File: src/rtl/step_count_source_if.sv
// Valid/ready stream carrying one count value per beat, with a last-beat marker.
interface step_count_source_if #(
  parameter int WIDTH = 4
);
  logic             out_valid;
  logic             out_ready;
  logic [WIDTH-1:0] out_data;
  logic             out_last;

  modport master (output out_valid, output out_data, output out_last, input out_ready);
  modport slave  (input out_valid, input out_data, input out_last, output out_ready);
endinterface

File: src/rtl/step_count_source.sv
// Emits a programmed-length arithmetic sequence (start_val, +STEP, ...) on a
// valid/ready stream, then pulses done for one cycle.
module step_count_source #(
  parameter int WIDTH = 4,
  parameter int STEP  = 1,
  parameter int LEN_W = 8
) (
  input  logic                     clk,
  input  logic                     rst,
  input  logic                     start,
  input  logic [WIDTH-1:0]         start_val,
  input  logic [LEN_W-1:0]         num_beats,
  input  logic                     abort,
  step_count_source_if.master      stream,
  output logic                     busy,
  output logic                     done,
  output logic                     wrapped
);

  typedef enum logic [1:0] {IDLE, RUN, DONE} state_t;

  localparam logic [WIDTH:0] STEP_EXT = (WIDTH+1)'(STEP);

  state_t           state, state_nx;
  logic [WIDTH-1:0] data_q, data_nx;
  logic [LEN_W-1:0] left_q, left_nx;
  logic             wrap_q, wrap_nx;
  logic [WIDTH:0]   sum;

  // The extra top bit is the carry that flags a wrap past 2^WIDTH.
  assign sum = {1'b0, data_q} + STEP_EXT;

  always_comb begin
    // NOTE: every next-state signal gets its hold value first, so no path leaves one unassigned and no latch is inferred.
    state_nx = state;
    data_nx  = data_q;
    left_nx  = left_q;
    wrap_nx  = wrap_q;
    unique case (state)
      IDLE: begin
        if (start) begin
          wrap_nx = 1'b0;
          if (num_beats != '0) begin
            state_nx = RUN;
            data_nx  = start_val;
            left_nx  = num_beats;
          end else begin
            state_nx = DONE;
          end
        end
      end
      RUN: begin
        // Abort wins over a simultaneous accept: the beat is delivered, no increment.
        if (abort) begin
          state_nx = DONE;
        end else if (stream.out_ready) begin
          if (left_q == LEN_W'(1)) begin
            state_nx = DONE;
          end else begin
            data_nx = sum[WIDTH-1:0];
            left_nx = left_q - LEN_W'(1);
            if (sum[WIDTH]) wrap_nx = 1'b1;
          end
        end
      end
      DONE:    state_nx = IDLE;
      default: state_nx = IDLE;
    endcase
  end

  always_ff @(posedge clk) begin
    if (rst) begin
      state  <= IDLE;
      data_q <= '0;
      left_q <= '0;
      wrap_q <= 1'b0;
    end else begin
      state  <= state_nx;
      data_q <= data_nx;
      left_q <= left_nx;
      wrap_q <= wrap_nx;
    end
  end

  assign stream.out_valid = (state == RUN);
  assign stream.out_data  = data_q;
  assign stream.out_last  = (state == RUN) && (left_q == LEN_W'(1));
  assign busy             = (state == RUN);
  assign done             = (state == DONE);
  assign wrapped          = wrap_q;

endmodule

File: src/flat_wrapper.sv
// flat-port wrapper written by rule: the top's interface ports become plain ports
module step_count_source_flat 
#(
  parameter int WIDTH = 4,
  parameter int STEP  = 1,
  parameter int LEN_W = 8
)
  (clk, rst, start, start_val, num_beats, abort, busy, done, wrapped, stream_out_valid, stream_out_data, stream_out_last, stream_out_ready);
  step_count_source_if #(.WIDTH(WIDTH)) stream_i ();
  input  logic clk;
  input  logic rst;
  input  logic start;
  input  logic [WIDTH-1:0] start_val;
  input  logic [LEN_W-1:0] num_beats;
  input  logic abort;
  output logic busy;
  output logic done;
  output logic wrapped;
  output wire logic [$bits(stream_i.out_valid)-1:0] stream_out_valid;
  output wire logic [$bits(stream_i.out_data)-1:0] stream_out_data;
  output wire logic [$bits(stream_i.out_last)-1:0] stream_out_last;
  input wire logic [$bits(stream_i.out_ready)-1:0] stream_out_ready;
  assign stream_out_valid = stream_i.out_valid;
  assign stream_out_data = stream_i.out_data;
  assign stream_out_last = stream_i.out_last;
  assign stream_i.out_ready = stream_out_ready;
  step_count_source #(.WIDTH(WIDTH), .STEP(STEP), .LEN_W(LEN_W)) u_core (.clk(clk), .rst(rst), .start(start), .start_val(start_val), .num_beats(num_beats), .abort(abort), .stream(stream_i), .busy(busy), .done(done), .wrapped(wrapped));
endmodule
File: config.mk
export PLATFORM = sky130hd
export DESIGN_NAME = step_count_source_flat
export DESIGN_NICKNAME = d
export VERILOG_FILES = /design/src/rtl/step_count_source_if.sv /design/src/rtl/step_count_source.sv /design/src/flat_wrapper.sv
export SDC_FILE = /design/constraint.sdc
export NUM_CORES = 1
export LEC_CHECK = 0
export CAP_MARGIN = 20
export CORE_MARGIN = 2
export CORE_UTILIZATION = 55
export CTS_BUF_LIST = sky130_fd_sc_hd__clkbuf_4
export CTS_CLUSTER_DIAMETER = 60
export DETAILED_ROUTE_END_ITERATION = 8
export PLACE_DENSITY_LB_ADDON = 0.05
export SLEW_MARGIN = 20
export SYNTH_ARGS = -nofsm -noshare
export SYNTH_HDL_FRONTEND = slang
export SYNTH_SLANG_ARGS = --single-unit
File: constraint.sdc
create_clock -name clk -period 3.2 [get_ports clk]
set_input_delay 0.48 -clock clk [delete_from_list [all_inputs] [get_ports clk]]
set_output_delay 0.48 -clock clk [all_outputs]
set_load 0.03 [all_outputs]
[After elaboration in Yosys (flattened, before gate mapping)]
Index checks and enable logic that the tools add are counted.
W data, S select, Z words.
Storage, ports and cells
  output and inout port bits: 9
  logic and storage cells: 48
  bits in registers: 15
Operators by class
  reductions and logical operators: 7
  mux-type cells: 24
  equal/unequal tests: 11
  add/subtract/negate cells: 2
Operator list (number)
  $mux W8: 5
  $mux W4: 5
  $pmux W8 S2: 1
  $reduce_and A6 Y1: 2
  $mux W2: 5
  $eq A8 B1 Y1 const B: 1
  $pmux W4 S2: 1
  $reduce_bool A8 Y1: 1
  $sub A8 B1 Y8 const B: 1
  $ne A2 B1 Y1 const B: 3
  $ne A2 B2 Y1 const B: 3
  $ne A3 B2 Y1 const B: 2
  $add A4 B1 Y5 const B: 1
  $mux W1: 5
  $pmux W2 S2: 1
  $reduce_and A3 Y1: 1
  $eq A2 B1 Y1 const B: 1
  $eq A2 B2 Y1 const B: 1
  $logic_not A2 Y1: 1
  $pmux W1 S2: 1
  $reduce_bool A2 Y1: 1
  $logic_and A1 B1 Y1: 1

[Logic depth before layout (Yosys ltp)]
Gate-level depths: netlist (run 1).
  word-level depth: 6
  gate-level depth with buffers: 7
  mapped depth without buffers: 6

[Worst setup path before layout (run 1)]
Ideal clock, no wire load.
  path type: reg2out
  start point: register u_core.state[1]
  end point: output stream_out_last
  path buffers: 2
  stages on the path, launching flop included: 6
  setup slack: 1.300 ns
  data arrival time: 1.420 ns
  required time: 2.720 ns
  cell sequence: dfxtp_1 nand2b_1 buf_4 inv_2 buf_2 and3_1
Between the ends
  cells in the longest elaborated chain, start to end: 2
Ends and longest elaborated chain
  start: declaration: RTL line step_count_source.sv:24  | state_t state, state_nx;
  start signal: assignment: RTL line step_count_source.sv:78  | state <= state_nx;
  $eq A2 B1 Y1
  named net busy: RTL line flat_wrapper.sv:16  | output logic busy;
  $logic_and A1 B1 Y1: RTL line step_count_source.sv:87  | assign stream.out_last = (state == RUN) && (left_q == LEN_W'(1));
  end: declaration: RTL line flat_wrapper.sv:21  | output wire logic [$bits(stream_i.out_last)-1:0] stream_out_last;
The timed path passes the listed nets, and every way through them passes these cells.

[Worst setup path in the final report (run 1)]
  start point: register u_core.state[0]
  end point: output stream_out_last
Between the ends
  cells in the longest elaborated chain, start to end: 2
Ends and longest elaborated chain (RTL line)
  $eq A2 B1 Y1: step_count_source.sv:87
  $logic_and A1 B1 Y1: step_count_source.sv:87
Every way passes these cells.

==> flow_summary_export.csv, run 1 <==
group,metric,value,unit
cells_and_area,nFillCells,161,
cts,cts_sinks,15,
worst_setup_path,timing.rr.start,"u_core.left_q[1]$_SDFFE_PP0P_",
worst_setup_path,cp_cell_sequence,"nand2b_1, buf_4, inv_2, and3_1, clkdlybuf4s50_1",
sta,finClkSkew,3.55,ps
power_and_ir_drop,ir_drop,0.351,mV
route,route.detailed.wl_per_inst,16.0,um
worst_setup_path,cp.required,2720,ps
sta,setup_tns,0,ps
synthesis,syn_inst,123,
die,die_w,48.6,um
cts,cts_resized,0,
synthesis,ys.flop_type,"dfxtp_1",
cts,clock_latency,280,ps
route,first_pass_iters,4,
worst_setup_path,worstReg2RegEnd,"u_core.left_q[0]$_SDFFE_PP0P_",
synthesis,yosys-top-cells-count,"dfxtp_1, a21oi_1, inv_1",
route,viasPerCell,6.20,
cts,hold_buffers,0,
cts,post-cts-setup-buffer-count,0,
global_route,overflow,0,
worst_setup_path,crit_end,"stream_out_last",
sta,finalHoldViolations,0,
power_and_ir_drop,leakagePower,0.480,nW
die,die-area,2360,um2
synthesis,syn_area,1090,um2
worst_setup_path,worstSetupStartpointType,"flip-flop",
worst_setup_path,startpoint,"u_core.state[0]$_SDFFE_PP0P_",
synthesis,async_flop_share,0,%
worst_setup_path,endpoint_kind,"output port",
synthesis,netlist.area_leader.share,27.5,%
sta,finalCriticalPeriod,2710,ps
synthesis,synth-seq-cells,15,
cells_and_area,areaGrowthSynthToFinish,27.6,%
sta,slew_headroom,50.8,%
cts,cts_tree,"built",
sta,finalMaxSlewViolations,0,
flow_run,maxCapViolCount,0,
synthesis,syn_nets,143,
place,io_buffers,25,
route,drt_iter0_markers,38,
min_path,min_from,"u_core.wrapped$_SDFFE_PP0P_",
power_and_ir_drop,cellPowerDensity,445,nW/um2
cts,cts-htree-levels,1,
global_route,antenna_found_initial,0,
worst_setup_path,r2r_cells,6,
cts,cts_root_buffer,"clkbuf_4",
worst_setup_path,worstSetupPathType,"reg -> out",
run_status,status,"complete, no violations",
route,drt-total-wl,2.81,mm
route,ant_nets,0,
synthesis,synth_edf_count,0,
place,dp_hpwl,2.02,mm
synthesis,synth_area_leader_cell,"dfxtp_1",
die,chipHeight,48.6,um
sta,fmax,368,MHz
synthesis,yosys_warnings,0,
worst_setup_path,cp.arrival,2230,ps
sta,hold_slack,461,ps
cts,clkTransAtPathRegs,90,ps
die,rows,16,
worst_setup_path,path_max_fanout,20,
die,start_util,56.9,%
worst_setup_path,ff2ff_setup_slack,1220,ps
cells_and_area,finalNetCount,170,
route,drc_errors,0,
global_route,grt_max_degree,21,
die,coreArea,1920,um2
min_path,min-delay-path-class,"reg -> reg",
cells_and_area,drive_gt1_share,15.4,%
global_route,track_usage,25.6,%
synthesis,synth_area_per_cell,8.89,um2
cts,clockBufferDepth,2,
global_route,grt_first_pass_wirelength,4.81,mm
route,routed-via-count,1091,
sta,tightest_slew,732,ps
sta,rsz0062_at_grt,"no",
synthesis,yosysMostFrequentCell,"dfxtp_1",
place,gp_congestion,0.865,
global_route,grt_pass1_vias,1058,
die,num_io_pins,26,
worst_setup_path,max_stage_delay,670,ps
cts,cts_made_buffers,3,
cells_and_area,diodes,0,
synthesis,synth_cell_types,46,
synthesis,synth_area_leaders,"dfxtp_1, a221oi_2, a21oi_1",
synthesis,ys_seq_area_share,27.5,%
worst_setup_path,slowest_stage,"clkdlybuf4s50_1",
sta,fin_crit_sh,84.8,%
sta,setup_viol_count_final,0,
-- cells in the final DEF (no fill, tap or decap), types with 2 or more instances in the layout --
cell type,instances
clkbuf_4,4
a221o_1,2
a221oi_2,4
a311oi_1,2
nand2_1,8
nor4_1,3
o21ai_0,3
o21ai_1,2
nand2b_1,2
nor3b_2,2
a32o_1,2
nand3_1,6
a211oi_1,3
o221ai_1,2
o22ai_1,6
nor3b_1,2
or4_4,2
nor3_1,3
nor2_1,5
ha_1,3
inv_1,9
dfxtp_1,15
clkdlybuf4s50_1,25
a21oi_1,11
buf_4,2
-- how the worst min path moves through the flow --
stage / endpoint / slack (ps) / cells after the start
floorplan: u_core.left_q[1]$_SDFFE_PP0P_ / 480 / 2
CTS: u_core.wrapped$_SDFFE_PP0P_ / 470 / 2
finish: u_core.wrapped$_SDFFE_PP0P_ / 460 / 2
global placement: u_core.wrapped$_SDFFE_PP0P_ / 450 / 2
global route: u_core.wrapped$_SDFFE_PP0P_ / 500 / 2
detailed placement: u_core.wrapped$_SDFFE_PP0P_ / 450 / 2
-- per-stage QoR --
step	std cells	instance area, um2	power, mW	worst slack (ps)	utilization (%)
global placement	172	1370	0.496	843	71.0
detailed placement	172	1370	0.504	807	71.0
CTS	176	1400	0.623	483	72.6
global route	176	1400	0.659	313	72.6
finish	176	1400	0.621	485	72.6
floorplan	123	1090	0.424	1300	-
-- critical path, delay by kind of cell (launching register included) --
kind	cells	cell delay, ps
flip-flops	1	480
AND/OR/NAND/NOR	2	310
buffers and inverters	3	1150
-- cell families after synthesis --
logic type               count (synthesis)  share of synthesized area, %
AO/OA/AOI/OAI                           45                          35.5
AND/OR/NAND/NOR                         43                          26.1
buffers and inverters                   15                          5.95
flip-flops                              15                          27.5
adder cells (fa/ha/maj)                  3                          3.43
XOR/XNOR                                 2                          1.60
-- routing by layer --
metal	share of wire, %	global-route usage, %	wire [um]
met5	0	0	0
met4	0.85	7.62	24
met3	6.1	3.70	172
met2	49	43.8	1390
met1	44	33.5	1230
-- power breakdown --
| part | total (mW) | switching [mW] | internal [mW] |
|---|---|---|---|
| Combinational | 0.263 | 0.146 | 0.117 |
| Sequential | 0.240 | 0.0317 | 0.209 |
| Clock | 0.118 | 0.0613 | 0.0569 |
-- sequential cells by signal, summed over array words and instances, names as in the netlist --
name and cells:
u_core.left_q 8, u_core.stream.out_data 4, u_core.state 2, u_core.wrapped 1
-- area by class of cell --
| type | count | area [um2] | share of cell area [%] |
|---|---|---|---|
| clock buffer | 4 | 30.0 | 2.15 |
| inverter | 10 | 37.5 | 2.69 |
| tap | 27 | 33.8 | 2.42 |
| multi-input combinational | 93 | 728 | 52.2 |
| sequential | 15 | 300 | 21.5 |
| timing repair buffer | 27 | 265 | 19.0 |
(Power assumes the default switching activity.)
==> run 2: changes to the inputs <==
--- a/config.mk
+++ b/config.mk
@@ -7,7 +7,7 @@
 export LEC_CHECK = 0
 export CAP_MARGIN = 20
 export CORE_MARGIN = 2
-export CORE_UTILIZATION = 55
+export CORE_UTILIZATION = 51
 export CTS_BUF_LIST = sky130_fd_sc_hd__clkbuf_4
 export CTS_CLUSTER_DIAMETER = 60
 export DETAILED_ROUTE_END_ITERATION = 8
==> constraint.sdc (replaced) <==
create_clock -name clk -period 2.85 [get_ports clk]
set_input_delay 0.4275 -clock clk [delete_from_list [all_inputs] [get_ports clk]]
set_output_delay 0.4275 -clock clk [all_outputs]
set_load 0.03 [all_outputs]
==> run 2 against run 1 <==
Net effect: die area grew 7.2%; global-route usage shrank 2.2 points; flip-flop and latch count is the same; hold slack gained 3.1 ps; via count grew 0.73%.
==> flow_summary_export.csv, run 2 (same netlist as run 1, synthesis figures left out) <==
group,metric,value,unit
die,rows,16,
cells_and_area,final_cell_mix,"clkdlybuf4s50_1, dfxtp_1, a21oi_1, inv_1, nand2_1",
run_status,status,"complete, no violations",
cells_and_area,finalNetCount,172,
route,routed-via-count,1099,
cts,hold_buffers,0,
cts,post-cts-setup-buffer-count,0,
power_and_ir_drop,power,705,uW
sta,finClkSkew,3.14,ps
power_and_ir_drop,leakagePower,0.490,nW
cells_and_area,diodes,0,
global_route,track_usage,23.4,%
power_and_ir_drop,cellPowerDensity,500,nW/um2
sta,fmax,394,MHz
worst_setup_path,worstReg2RegEnd,"u_core.left_q[0]$_SDFFE_PP0P_",
global_route,antenna_found_initial,0,
power_and_ir_drop,ir_drop,0.341,mV
worst_setup_path,worstSetupStartpointType,"flip-flop",
flow_run,maxCapViolCount,0,
sta,finalCriticalPeriod,2540,ps
cts,clockBufferDepth,2,
route,route.detailed.wl_per_inst,15.4,um
route,drt-total-wl,2.74,mm
cells_and_area,drive_gt1_share,16.6,%
cells_and_area,areaGrowthSynthToFinish,28.9,%
worst_setup_path,ff2ff_setup_slack,960,ps
cts,clock_latency,280,ps
sta,tightest_slew,577,ps
worst_setup_path,cp.required,2420,ps
sta,slew_headroom,61.2,%
cells_and_area,nFillCells,162,
cts,cts_resized,0,
route,drc_errors,0,
cells_and_area,design_area,1410,um2
cts,cts-htree-levels,1,
place,io_buffers,25,
die,coreArea,2000,um2
cells_and_area,regArea,300,um2
min_path,min_to,"u_core.wrapped$_SDFFE_PP0P_",
worst_setup_path,r2r_cells,6,
worst_setup_path,worstSetupPathType,"reg -> out",
cts,clkTransAtPathRegs,90,ps
place,place_ws,632,ps
worst_setup_path,path_max_fanout,5,
cells_and_area,max_flop_register,"u_core.left_q",
sta,setup_tns,0,ps
die,num_io_pins,26,
cts,cts_sinks,15,
min_path,min-delay-path-class,"reg -> reg",
cells_and_area,multi_input_area,728,um2
place,gp_congestion,0.795,
route,viasPerCell,6.17,
worst_setup_path,cp.arrival,2110,ps
global_route,grt_first_pass_wirelength,4.61,mm
cts,cts_root_buffer,"clkbuf_4",
worst_setup_path,timing.rr.start,"u_core.left_q[1]$_SDFFE_PP0P_",
die,die_w,50.3,um
sta,worst_slack,313,ps
route,ant_nets,0,
die,die-area,2530,um2
route,drt_iter0_markers,27,
sta,setup_viol_count_final,0,
global_route,grt_max_degree,21,
cts,cts_tree,"built",
sta,finalMaxSlewViolations,0,
sta,fin_crit_sh,89.0,%
cells_and_area,mostFrequentLayoutCell,"clkdlybuf4s50_1",
sta,rsz0062_at_grt,"no",
route,first_pass_iters,4,
worst_setup_path,endpoint_kind,"output port",
die,start_util,54.6,%
global_route,overflow,0,
die,chipHeight,50.3,um
global_route,grt_pass1_vias,1018,
min_path,holdPathStages,2,
cts,cts_made_buffers,3,
min_path,min_from,"u_core.wrapped$_SDFFE_PP0P_",
sta,finalHoldViolations,0,
place,dp_hpwl,1.97,mm
cells_and_area,largest_register_ffs,8,
place,placed_cell_area,1380,um2
-- run 2: cell types whose count changed in the layout (fill, tap and decap cells not counted), sizes merged --
cell	change
buf	+2
-- run 2: where the power goes --
part	switching, mW	leakage, nW	internal [mW]
sequential	0.0348	0.123	0.234
combinational	0.165	0.348	0.136
clock	0.0708	0.0184	0.0638
-- run 2: stage by stage --
stage | util (%) | cells | hold WS [ps]
after detailed placement | 68.9 | 174 | 448
after global placement | 68.9 | 174 | 448
after CTS | 70.4 | 178 | 466
after global routing | 70.4 | 178 | 508
after floorplan | - | 123 | 478
final | 70.4 | 178 | 465
-- run 2: worst max-delay path by stage --
| stage | from | end | slack [ps] | cells after the start |
|---|---|---|---|---|
| detailed placement | num_beats[5] | u_core.left_q[0]$_SDFFE_PP0P_ | 630 | 5 |
| global route | u_core.left_q[1]$_SDFFE_PP0P_ | stream_out_last | 200 | 5 |
| floorplan | u_core.state[1]$_SDFFE_PP0P_ | stream_out_last | 1000 | 5 |
| CTS | u_core.left_q[1]$_SDFFE_PP0P_ | stream_out_last | 310 | 5 |
| global placement | num_beats[6] | u_core.stream.out_data[1]$_SDFFE_PP0P_ | 660 | 5 |
| finish | u_core.left_q[1]$_SDFFE_PP0P_ | stream_out_last | 310 | 5 |
-- run 2: routing by layer --
| layer | part of all wire [%] | GRT usage, % | wire, um |
|---|---|---|---|
| met1 | 47 | 31.7 | 1280 |
| met2 | 47 | 36.6 | 1300 |
| met3 | 5.8 | 5.65 | 158 |
| met4 | 0.15 | 7.21 | 4 |
| met5 | 0 | 0 | 0 |
-- run 2: critical path, stage by stage, from the launching register on --
cell and delay [ps]:
dfxtp_1 350, inv_1 80, ha_1 130, nor3b_2 390, and3_1 210, clkdlybuf4s50_1 660
-- run 2: area by class of cell --
class / count / area share [%]
Clock buffer: 4 / 2.13
Inverter: 10 / 2.66
Multi-Input combinational cell: 93 / 51.6
Sequential cell: 15 / 21.3
Tap cell: 27 / 2.40
Timing Repair Buffer: 29 / 19.9
==> run 3: changes to the inputs <==
--- a/config.mk
+++ b/config.mk
@@ -7,7 +7,7 @@
 export LEC_CHECK = 0
 export CAP_MARGIN = 20
 export CORE_MARGIN = 2
-export CORE_UTILIZATION = 51
+export CORE_UTILIZATION = 46
 export CTS_BUF_LIST = sky130_fd_sc_hd__clkbuf_4
 export CTS_CLUSTER_DIAMETER = 60
 export DETAILED_ROUTE_END_ITERATION = 8
==> constraint.sdc (replaced) <==
create_clock -name clk -period 2.18 [get_ports clk]
set_input_delay 0.327 -clock clk [delete_from_list [all_inputs] [get_ports clk]]
set_output_delay 0.327 -clock clk [all_outputs]
set_load 0.03 [all_outputs]
==> run 3 against run 2 <==
Net effect: first-iteration DRC count shrank 19%; power grew 30%; cell area grew 0.62%; largest power group unchanged; clock power grew 25%; routed wire length grew 10%; core utilization shrank 6.9 points; worst setup slack lost 220 ps; via count grew 2.1%; clock skew is essentially flat.
==> flow_summary_export.csv, run 3 (same netlist as run 1, synthesis figures left out) <==
group,metric,value,unit
worst_setup_path,cp.arrival,1760,ps
sta,finalHoldViolations,0,
power_and_ir_drop,leakagePower,0.505,nW
cts,hold_buffers,0,
cells_and_area,areaGrowthSynthToFinish,29.7,%
die,start_util,49.0,%
cts,cts_sinks,15,
cells_and_area,finalNetCount,174,
cells_and_area,final_cell_mix,"clkdlybuf4s50_1, dfxtp_1, a21oi_1, inv_1, buf_4",
flow_run,maxCapViolCount,0,
worst_setup_path,slowest_stage,"dfxtp_1",
route,viasPerCell,6.20,
die,rows,17,
cells_and_area,mostFrequentLayoutCell,"clkdlybuf4s50_1",
sta,finClkSkew,3.37,ps
worst_setup_path,cp_cell_sequence,"nand2b_2, inv_2, and3_1, buf_4",
global_route,grt_util_met2,41.9,%
cts,cts_made_buffers,3,
power_and_ir_drop,cellPowerDensity,644,nW/um2
route,ant_nets,0,
cts,post-cts-setup-buffer-count,0,
cells_and_area,design_area,1420,um2
cells_and_area,max_flop_register,"u_core.left_q",
worst_setup_path,r2r_cells,6,
cts,clockBufferDepth,2,
global_route,use_met3,4.00,%
global_route,grt_first_pass_wirelength,4.77,mm
global_route,overflow,0,
sta,fmax,478,MHz
route,route.detailed.wl_per_inst,16.6,um
cts,cts_resized,1,
global_route,track_usage,23.6,%
sta,tightest_slew,546,ps
route,first_pass_iters,4,
die,die-area,2780,um2
worst_setup_path,cp.required,1850,ps
place,gp_congestion,0.786,
route,drt-total-wl,3.01,mm
sta,hold_slack,470,ps
cts,cts-htree-levels,1,
worst_setup_path,worstSetupPathType,"reg -> out",
sta,rsz0062_at_grt,"no",
run_status,status,"complete, no violations",
sta,slew_headroom,63.3,%
place,placed_cell_area,1390,um2
route,routed-via-count,1122,
power_and_ir_drop,ir_drop,0.370,mV
min_path,min-delay-path-class,"reg -> reg",
die,num_io_pins,26,
sta,finalCriticalPeriod,2090,ps
route,drc_errors,0,
global_route,grtUsageMet1,28.5,%
sta,setup_viol_count_final,0,
cells_and_area,diodes,0,
global_route,antenna_found_initial,0,
place,io_buffers,25,
global_route,grt_max_degree,21,
die,chipHeight,52.8,um
sta,fin_crit_sh,95.9,%
cells_and_area,nFillCells,210,
worst_setup_path,max_stage_delay,520,ps
global_route,grt_pass1_vias,1052,
cells_and_area,largest_register_ffs,8,
die,coreArea,2230,um2
die,die_w,52.8,um
cts,clock_latency,290,ps
sta,finalMaxSlewViolations,0,
cts,cts_root_buffer,"clkbuf_4",
sta,setup_tns,0,ps
cells_and_area,drive_gt1_share,20.3,%
place,dp_hpwl,2.19,mm
worst_setup_path,endpoint_kind,"output port",
route,drt_iter0_markers,22,
global_route,grt.busiest_layer,"met2",
min_path,holdPathStages,2,
worst_setup_path,path_max_fanout,20,
cts,cts_tree,"built",
cts,clkTransAtPathRegs,100,ps
worst_setup_path,worstSetupStartpointType,"flip-flop",
run 3: cell types whose count changed in the layout (fill, tap and decap cells not counted):
cell             previous run  this run
clkdlybuf4s50_1            25        22
clkinv_2                    0         1
nand2b_1                    2         1
clkbuf_4                    4         3
nand2b_2                    0         1
buf_4                       4         9
run 3: final timing paths:
kind / start / endpoint / slack, ps
max: u_core.state[0]$_SDFFE_PP0P_ / stream_out_last / 90
min: u_core.wrapped$_SDFFE_PP0P_ / u_core.wrapped$_SDFFE_PP0P_ / 470
max reg2reg: u_core.left_q[1]$_SDFFE_PP0P_ / u_core.stream.out_data[0]$_SDFFE_PP0P_ / 190
min reg2reg: u_core.wrapped$_SDFFE_PP0P_ / u_core.wrapped$_SDFFE_PP0P_ / 470
run 3: per-layer routing:
metal / up-vias / share of wire (%)
met4: 0 / 0.46
met5: - / 0
met1: 540 / 45
li1: 540 / -
met3: 2 / 5.5
met2: 40 / 49
run 3: area by class of cell:
class / count / area (um2) / share of cell area (%)
Multi-Input combinational cell: 93 / 731 / 51.5
Tap cell: 28 / 35.0 / 2.47
Sequential cell: 15 / 300 / 21.2
Clock buffer: 3 / 22.5 / 1.59
Inverter: 10 / 37.5 / 2.65
Timing Repair Buffer: 31 / 288 / 20.3
Clock inverter: 1 / 5.00 / 0.353
run 3: per-stage QoR:
step	setup WS, ps	total power, mW	util, %	cells
4_1_cts	120	0.913	63.5	181
5_1_grt	12.1	0.969	63.5	181
6_report	89.4	0.913	63.5	181
2_1_floorplan	433	0.622	-	123
3_5_place_dp	41.5	0.743	62.2	177
3_3_place_gp	99.6	0.737	62.2	177
run 3: power breakdown:
group	internal [mW]	switching [mW]
combinational	0.174	0.217
clock	0.0681	0.100
sequential	0.306	0.0472
total	0.548	0.365
run 3: critical path, delay by kind of cell (launching register included):
| kind | cells | cell delay (ps) |
|---|---|---|
| AND/OR/NAND/NOR | 2 | 460 |
| buffers and inverters | 2 | 490 |
| flip-flops | 1 | 520 |
